**src/rtl/code_event_queue_if.sv**
```systemverilog
// Handshake bundle between the key encoder/consumer and code_event_queue.
// Signal names follow the encoder-facing port list of the queue.
interface code_event_queue_if #(
    parameter int DEPTH = 4,
    parameter int W     = 3
);
    localparam int CW = $clog2(DEPTH) + 1;

    logic          EN;
    logic [W-1:0]  code_in;
    logic          code_valid;
    logic [W-1:0]  out_code;
    logic          out_valid;
    logic          out_ready;
    logic [CW-1:0] count;
    logic          overflow;

    modport master (
        output EN, code_in, code_valid, out_ready,
        input  out_code, out_valid, count, overflow
    );

    modport slave (
        input  EN, code_in, code_valid, out_ready,
        output out_code, out_valid, count, overflow
    );
endinterface

```
**src/rtl/code_event_queue.sv**
```systemverilog
// Edge-detecting event queue behind the 8-to-3 encoder: one entry per new code, show-ahead FIFO.
// Define CODE_EVENT_QUEUE_OVF_STICKY_EN for a sticky overflow flag; default is a one-cycle pulse.
module code_event_queue #(
    parameter int DEPTH = 4,
    parameter int W     = 3
) (
    input  logic              clk,
    input  logic              rst,
    code_event_queue_if.slave q
);
    localparam int PW = $clog2(DEPTH);
    localparam int CW = PW + 1;
    localparam logic [CW-1:0] FULL_CNT = CW'(DEPTH);

    logic          prev_valid_q, prev_valid_d;
    logic [W-1:0]  prev_code_q, prev_code_d;
    logic [PW-1:0] wr_ptr_q, wr_ptr_d;
    logic [PW-1:0] rd_ptr_q, rd_ptr_d;
    logic [CW-1:0] count_q, count_d;
    logic          overflow_q, overflow_d;
    logic [W-1:0]  mem [DEPTH];

    logic evt, full, empty, pop, push, drop;

    always_comb begin
        evt   = q.EN & q.code_valid & (~prev_valid_q | (q.code_in != prev_code_q));
        full  = (count_q == FULL_CNT);
        empty = (count_q == '0);
        pop   = ~empty & q.out_ready;
        // A full queue still accepts an event when the head leaves in the same cycle.
        push  = evt & (~full | pop);
        drop  = evt & full & ~pop;
    end

    always_comb begin
        prev_valid_d = 1'b0;
        prev_code_d  = prev_code_q;
        if (q.EN) begin
            prev_valid_d = q.code_valid;
            prev_code_d  = q.code_in;
        end

        wr_ptr_d = push ? wr_ptr_q + 1'b1 : wr_ptr_q;
        rd_ptr_d = pop  ? rd_ptr_q + 1'b1 : rd_ptr_q;

        count_d = count_q;
        case ({push, pop})
            2'b10:   count_d = count_q + 1'b1;
            2'b01:   count_d = count_q - 1'b1;
            default: count_d = count_q;
        endcase

`ifdef CODE_EVENT_QUEUE_OVF_STICKY_EN
        overflow_d = overflow_q | drop;
`else
        overflow_d = drop;
`endif
    end

    always_ff @(posedge clk) begin
        if (rst) begin
            prev_valid_q <= 1'b0;
            prev_code_q  <= '0;
            wr_ptr_q     <= '0;
            rd_ptr_q     <= '0;
            count_q      <= '0;
            overflow_q   <= 1'b0;
        end else begin
            prev_valid_q <= prev_valid_d;
            prev_code_q  <= prev_code_d;
            wr_ptr_q     <= wr_ptr_d;
            rd_ptr_q     <= rd_ptr_d;
            count_q      <= count_d;
            overflow_q   <= overflow_d;
        end
    end

    // Storage needs no reset; occupancy alone decides what is visible.
    always_ff @(posedge clk) begin
        if (push && !rst) begin
            mem[wr_ptr_q] <= q.code_in;
        end
    end

    assign q.out_valid = ~empty;
    assign q.out_code  = empty ? '0 : mem[rd_ptr_q];
    assign q.count     = count_q;
    assign q.overflow  = overflow_q;
endmodule

```
**src/flat_wrapper.sv**
```systemverilog
// flat-port wrapper written by rule: the top's interface ports become plain ports
module code_event_queue_flat 
#(
    parameter int DEPTH = 4,
    parameter int W     = 3
)
  (clk, rst, q_EN, q_code_in, q_code_valid, q_out_ready, q_out_code, q_out_valid, q_count, q_overflow);
  code_event_queue_if #(.DEPTH(DEPTH), .W(W)) q_i ();
  input  logic clk;
  input  logic rst;
  input wire logic [$bits(q_i.EN)-1:0] q_EN;
  input wire logic [$bits(q_i.code_in)-1:0] q_code_in;
  input wire logic [$bits(q_i.code_valid)-1:0] q_code_valid;
  input wire logic [$bits(q_i.out_ready)-1:0] q_out_ready;
  output wire logic [$bits(q_i.out_code)-1:0] q_out_code;
  output wire logic [$bits(q_i.out_valid)-1:0] q_out_valid;
  output wire logic [$bits(q_i.count)-1:0] q_count;
  output wire logic [$bits(q_i.overflow)-1:0] q_overflow;
  assign q_i.EN = q_EN;
  assign q_i.code_in = q_code_in;
  assign q_i.code_valid = q_code_valid;
  assign q_i.out_ready = q_out_ready;
  assign q_out_code = q_i.out_code;
  assign q_out_valid = q_i.out_valid;
  assign q_count = q_i.count;
  assign q_overflow = q_i.overflow;
  code_event_queue #(.DEPTH(DEPTH), .W(W)) u_core (.clk(clk), .rst(rst), .q(q_i));
endmodule
```
**config.mk**
```make
export PLATFORM = sky130hd
export DESIGN_NAME = code_event_queue_flat
export DESIGN_NICKNAME = d
export VERILOG_FILES = /design/src/rtl/code_event_queue_if.sv /design/src/rtl/code_event_queue.sv /design/src/flat_wrapper.sv
export SDC_FILE = /design/constraint.sdc
export NUM_CORES = 1
export LEC_CHECK = 0
export ABC_AREA = 0
export ABC_CLOCK_PERIOD_IN_PS = 6150
export CAP_MARGIN = 30
export CORE_MARGIN = 4
export CORE_UTILIZATION = 40
export CTS_BUF_LIST = sky130_fd_sc_hd__clkbuf_8
export DETAILED_ROUTE_END_ITERATION = 8
export SLEW_MARGIN = 20
export SYNTH_ARGS = -nofsm -noshare
export SYNTH_HDL_FRONTEND = slang
export SYNTH_SLANG_ARGS = --single-unit
```
**constraint.sdc**
```tcl
create_clock -name clk -period 6.15 [get_ports clk]
set_clock_uncertainty 0.15 [all_clocks]
set_input_delay 1.23 -clock clk [delete_from_list [all_inputs] [get_ports clk]]
set_output_delay 1.23 -clock clk [all_outputs]
set_load 0.1 [all_outputs]
```
After elaboration in Yosys (flattened, before gate mapping)
Memories as Yosys holds them, arrays and structs flattened. A register that Yosys moved wholly into a read port is not among the register bits. Cells that the tools add are included.

Register bits: 12. Memory bits (writable): 12. Output and inout port bits: 8. Word-level logic and storage cells: 39. Memories kept: 1.

$add $sub $neg: 4. Eq/ne operators: 4. Multiplexer cells: 6. Bitwise logic cells: 13. Reductions and logical operators: 5.

Memories: u_core.mem (depth 4, bits a word 3, rd ports 1, clocked after memory_dff 1, write ports 1, RTL line code_event_queue.sv:21) `logic [W-1:0] mem [DEPTH];`.

Operators with widths (count): $and 1x1->1 (6); $pmux 3 s2 (1); $not 1->1 (5); $add 2x1->2 const B (2); $mux 2 (2); $add 3x1->3 const B (1); $eq 3x3->1 const B (1); $logic_not 3->1 (1); $mux 3 (1); $ne 3x3->1 (1); $sub 3x1->3 const B (1); $eq 2x1->1 const B (1); $eq 2x2->1 const B (1); $mux 1 (2); $or 1x1->1 (2); $reduce_bool 2->1 (1); $reduce_or 2->1 (1); $logic_and 1x1->1 (1); $logic_not 1->1 (1).

Depth between registers and ports, before layout
Gate-level depths: netlist (run 1).

Word-level depth: 8. Depth in mapped cells: 7. Depth with buffers taken out: 7.

Worst setup path after synthesis (run 1)
OpenSTA, ideal clock, no wires.

Kind: flip-flop to output port. Start: register u_core.count_q[0], in the netlist u_core.q.count[0]. End: output q_out_code[0]. Arrival time: 2672 ps. Data required time: 4770 ps. Path slack: 2098 ps. Stages on the path, launching flop included: 3. Cells stage by stage: dfxtp_1 nor3_1 nor2b_1.

Longest elaborated chain between the ends: 2.

Ends and longest elaborated chain: from (decl) (RTL line code_event_queue.sv:19) `logic [CW-1:0] count_q, count_d;`; from (signal assigned) (RTL line code_event_queue.sv:73) `count_q <= count_d;`; $logic_not 3->1 (RTL line code_event_queue.sv:28) `empty = (count_q == '0);`; $mux 3 (RTL line code_event_queue.sv:86) `assign q.out_code = empty ? '0 : mem[rd_ptr_q];`; to (decl) (RTL line flat_wrapper.sv:15) `output wire logic [$bits(q_i.out_code)-1:0] q_out_code;`.

Every way passes these cells.

==> results_dict.tcl, run 1 <==
set metrics [dict create \
    cts_buffers 3 \
    drc 0 \
    worstHoldStart "u_core.rd_ptr_q[1]" \
    path_cells "mux4_2 -> nor2b_1 -> clkdlybuf4s50_1" \
    grt_pass1_vias 645 \
    core_um2 2734 \
    final-setup-viol-count 0 \
    place_congestion 0.7124 \
    first_iter_violations 20 \
    fin_area_um2 1398 \
    start_util 0.4174 \
    h-tree-depth 1 \
    drive_above_1_share 0.1238 \
    yosys_most_used_dff "dfxtp_1" \
    min_path_cells 2 \
    worstPathMaxFanout 3 \
    ant_nets 0 \
    rsz0062_at_grt "no" \
    clock.fmax_mhz 268.4 \
    die_w_um 61.41 \
    maxSlewHeadroom 0.3528 \
    track_usage 0.1133 \
    synth_edf_count 12 \
    yosysTopAreaCellShare 0.3158 \
    multi_input_area_um2 481.7 \
    synth_area_per_cell_um2 13.12 \
    drv_cap 0 \
    seqCellArea_um2 640.6 \
    grt_max_degree 16 \
    finalCritPeriodShare 0.6058 \
    yosys-top-cells-area "edfxtp_1 32%, dfxtp_1 25%, mux4_2 5.9%" \
    async_flop_share 0 \
    clk_pin_slew_ps 90 \
    setup_tns_ps 0 \
    worst_slew_pin_slew_ps 967.7 \
    antennaDiodeCount 0 \
    start_kind "flip-flop" \
    ys_seq_area_frac 0.5614 \
    dp_hpwl_um 1427 \
    synth_most_common_cell "dfxtp_1" \
    synth_cell_types 24 \
    ios 16 \
    cts-hold-fix-buffers 0 \
    clock-sinks 26 \
    fin_crit_ps 3726 \
    viasPerCell 4.838 \
    end_kind "output pin" \
    dpl_cell_area_um2 1326 \
    cp_data_arrival_time_ps 2350 \
    dieArea_um2 3771 \
    grt_first_pass_wirelength_um 3036 \
    drt_pass1_iterations 4 \
    synth_top_cell_by_area "edfxtp_1" \
    r2r_end "u_core.q.count[2]" \
    area_growth_syn_to_layout_pct 22.48 \
    die_y_um 61.41 \
    cpMaxStageDelayCell "clkdlybuf4s50_1" \
    status "finished clean" \
    syn-num-nets 100 \
    r2r_start "u_core.prev_code_q[2]" \
    cts-root-buf "clkbuf_8" \
    syn_area_um2 1141 \
    dp_slack_ps 2299 \
    routed-via-count 658 \
    max_stage_delay_ps 980 \
    clockBufferDepth 2 \
    placementRows 19 \
    grt_overflow_total 0 \
    post_cts_buffers 0 \
    setup_ws_ps 2424 \
    tritoncts "done" \
    drt-total-wl_um 1825 \
    hold_class "reg2reg" \
    port_buffers 15 \
    drv_slew 0 \
    clkLatencyLatePin_ps 260 \
    required_ps 4770 \
    fillers 227 \
    netlist_top_cells_count "14 x dfxtp_1, 13 x nor2_1, 12 x edfxtp_1" \
    ff2ff_path_depth 7 \
    ff2ff_setup_slack_ps 3810 \
    nets 119 \
    utilization 0.5112 \
    cts_resized 0 \
    antenna_found_initial 0 \
    crit_type "reg2out" \
    finalHoldViolCount 0 \
    ys_seq_elements 26 \
    yosys_warnings 0 \
    synth_cells 87 \
    wl_per_cell_um 13.42 \
]
-- flip-flops by register name, indices dropped and copies added (netlist names), named ones only --
signal	count
u_core.prev_code_q	3
u_core.mem	12
u_core.q.overflow	1
u_core.q.count	3
u_core.prev_valid_q	1
u_core.wr_ptr_q	2
u_core.rd_ptr_q	2
-- logic make-up (layout without fill, tap and decap cells) --
| family | count (synthesis) | in the layout | share of synthesized area |
|---|---|---|---|
| AO/OA/AOI/OAI | 5 | 5 | 0.04934 |
| XOR/XNOR | 6 | 6 | 0.04605 |
| adder cells (fa/ha/maj) | 5 | 5 | 0.06141 |
| buffers and inverters | 5 | 23 | 0.01644 |
| flip-flops | 26 | 26 | 0.5614 |
| multiplexers | 10 | 10 | 0.1250 |
| AND/OR/NAND/NOR | 30 | 30 | 0.1403 |
-- layer usage --
metal | part of all wire | vias to the layer above | global-route usage | wire (um)
met5 | 0 | - | 0 | 0
met4 | 0.0088 | 0 | 0.04545 | 16
met3 | 0.034 | 2 | 0.02516 | 62
met2 | 0.47 | 9 | 0.1737 | 859
met1 | 0.49 | 310 | 0.1563 | 886
li1 | - | 337 | - | -
-- critical path, delay by kind of cell (launching register included) --
kind,cells,cell delay [ps]
buf+inv,1,980
flops,1,440
simple gates,1,140
mux,1,520
-- cell usage in the layout, fill, tap and decap left out, types with 2 or more instances in the layout --
cell,count
mux2i_1,6
xnor2_1,6
inv_1,4
mux4_2,3
nand2_1,3
nor2b_1,4
clkbuf_8,3
and2_1,4
clkdlybuf4s50_1,15
ha_1,4
edfxtp_1,12
or3_1,2
dfxtp_1,14
nor2_1,13
-- cell type report --
cell class                      instances  area share
Sequential cell                        26      0.4584
Multi-Input combinational cell         56      0.3447
Timing Repair Buffer                   15      0.1074
Clock buffer                            3     0.02954
Tap cell                               31     0.02775
Clock inverter                          1     0.02149
Inverter                                4     0.01074
-- how the worst max path moves through the flow --
stage,from,endpoint,slack (ps),cells past startpoint
global placement,q_code_in[2],u_core.q.count[2],2350,8
detailed placement,q_code_in[2],u_core.q.count[2],2300,8
global route,flip-flop,q_out_code[2],2320,3
finish,flip-flop,q_out_code[2],2420,3
CTS,flip-flop,q_out_code[2],2390,3
floorplan,u_core.q.count[0],q_out_code[0],2100,2
-- metrics by stage --
stage | cells | hold slack, ps
3_3_place_gp | 132 | 326.9
4_1_cts | 136 | 350.6
5_1_grt | 136 | 410.1
3_5_place_dp | 132 | 337.9
6_report | 136 | 343.8
2_1_floorplan | 87 | 301.6
Power of run 1 is left out: the tool's default activity adds up to more than one toggle a clock period on the data nets, which glitch-free logic cannot reach.
==> inputs of run 2 (changes only) <==
Settings changed: ABC_CLOCK_PERIOD_IN_PS 6150 to 3500.
Clock period 6.15 ns to 3.5 ns, I/O delays scaled along.
==> results_dict.tcl, run 2 (same netlist as run 1, synthesis figures left out) <==
set metrics [dict create \
    clk_pin_slew_ps 80 \
    cp.depth 8 \
    post_cts_buffers 0 \
    use_met3 0.02306 \
    place_congestion 0.7272 \
    dp.cells 135 \
    start_kind "primary input" \
    path_cells "clkdlybuf4s50_1 -> xnor2_1 -> a41oi_2 -> nor2_1 -> fa_1 -> or3_1 -> o21ai_2 -> mux2_4" \
    ff2ff_path_depth 6 \
    rsz0062_at_grt "no" \
    core_um2 2734 \
    grt_max_degree 16 \
    ant_nets 0 \
    use_met1 0.1464 \
    crit_type "in2reg" \
    worst_slew_pin_slew_ps 538.2 \
    antennaDiodeCount 0 \
    hold_class "reg2reg" \
    clkLatencyLatePin_ps 260 \
    area_growth_syn_to_layout_pct 22.70 \
    cts_buffers 3 \
    port_buffers 15 \
    drv_cap 0 \
    track_usage 0.1175 \
    drive_above_1_share 0.2222 \
    placementRows 19 \
    dieArea_um2 3771 \
    die_y_um 61.41 \
    drc 0 \
    mostFrequentLayoutCells "14 x dfxtp_1, 13 x nor2_1, 12 x edfxtp_1" \
    clock-sinks 26 \
    first_iter_violations 17 \
    grt_pass1_vias 675 \
    layout_commonest_cell "dfxtp_1" \
    finalCritPeriodShare 0.8154 \
    max_stage_delay_ps 520 \
    nets 122 \
    finalHoldViolCount 0 \
    viasPerCell 4.748 \
    end_kind "flip-flop" \
    clockBufferDepth 2 \
    h-tree-depth 1 \
    top_register "u_core.mem" \
    cts_resized 0 \
    ios 16 \
    status "finished clean" \
    worstPathMaxFanout 6 \
    cts-hold-fix-buffers 0 \
    cpMaxStageDelayCell "clkdlybuf4s50_1" \
    setup_tns_ps 0 \
    maxSlewHeadroom 0.6401 \
    min_path_cells 2 \
    global_route.usage.met2 0.1964 \
    routed-via-count 660 \
    cts-root-buf "clkbuf_8" \
    critical_path_buf_inv_count 1 \
    required_ps 3510 \
    die_w_um 61.41 \
    clock.fmax_mhz 350.4 \
    cp_data_arrival_time_ps 2860 \
    crit_family "buffers and inverters" \
    drt-total-wl_um 1891 \
    drt_pass1_iterations 3 \
    dp_hpwl_um 1486 \
    grt_overflow_total 0 \
    grt_first_pass_wirelength_um 3118 \
    final-setup-viol-count 0 \
    largest_register_ffs 12 \
    drv_slew 0 \
    antenna_found_initial 0 \
    final_cells 139 \
    busiest_layer "met2" \
    fin_crit_ps 2854 \
    wl_per_cell_um 13.60 \
    tritoncts "done" \
    start_util 0.4174 \
]
-- run 2: cell types whose count changed in the layout (fill, tap and decap cells not counted) --
cell,previous run,this run
buf_4,0,11
clkdlybuf4s50_1,15,7
-- run 2: metrics by stage --
step           hold slack, ps  cell area [um2]    util  setup slack (ps)
6_report                357.2             1400  0.5121             646.1
5_1_grt                 377.8             1400  0.5121             555.8
4_1_cts                 360.3             1400  0.5121             646.4
3_5_place_dp            348.1             1329  0.4860             355.1
3_3_place_gp            325.4             1329  0.4860             402.4
2_1_floorplan           301.6             1141       -            -22.37
-- run 2: final timing paths --
check	to	slack (ps)	start
setup reg to reg	u_core.q.count[2]	1180	u_core.q.count[2]
setup / recovery	u_core.q.count[2]	650	q_code_in[2]
hold / removal	flip-flop	360	u_core.rd_ptr_q[1]
hold reg to reg	flip-flop	360	u_core.rd_ptr_q[1]
-- run 2: worst reg2reg max path, cell delays in order, from the launching register on --
cell	delay, ps
dfxtp_1	380
o31ai_4	420
nor2_1	110
fa_1	390
or3_1	390
o21ai_2	70
mux2_4	300
-- run 2: cell type report --
cell class                 instances  area [um2]
inverter                           4       15.01
clock buffer                       3       41.29
tap                               31       38.79
timing repair buffer              18       152.6
clock inverter                     1       30.03
multi-input combinational         56       481.7
sequential                        26       640.6
fill                             237        1334
-- run 2: layer usage --
metal	wire (um)	share of wire
met3	68	0.036
met1	878	0.46
met5	0	0
met2	928	0.49
met4	17	0.0090
Power of run 2 is left out for the same reason.
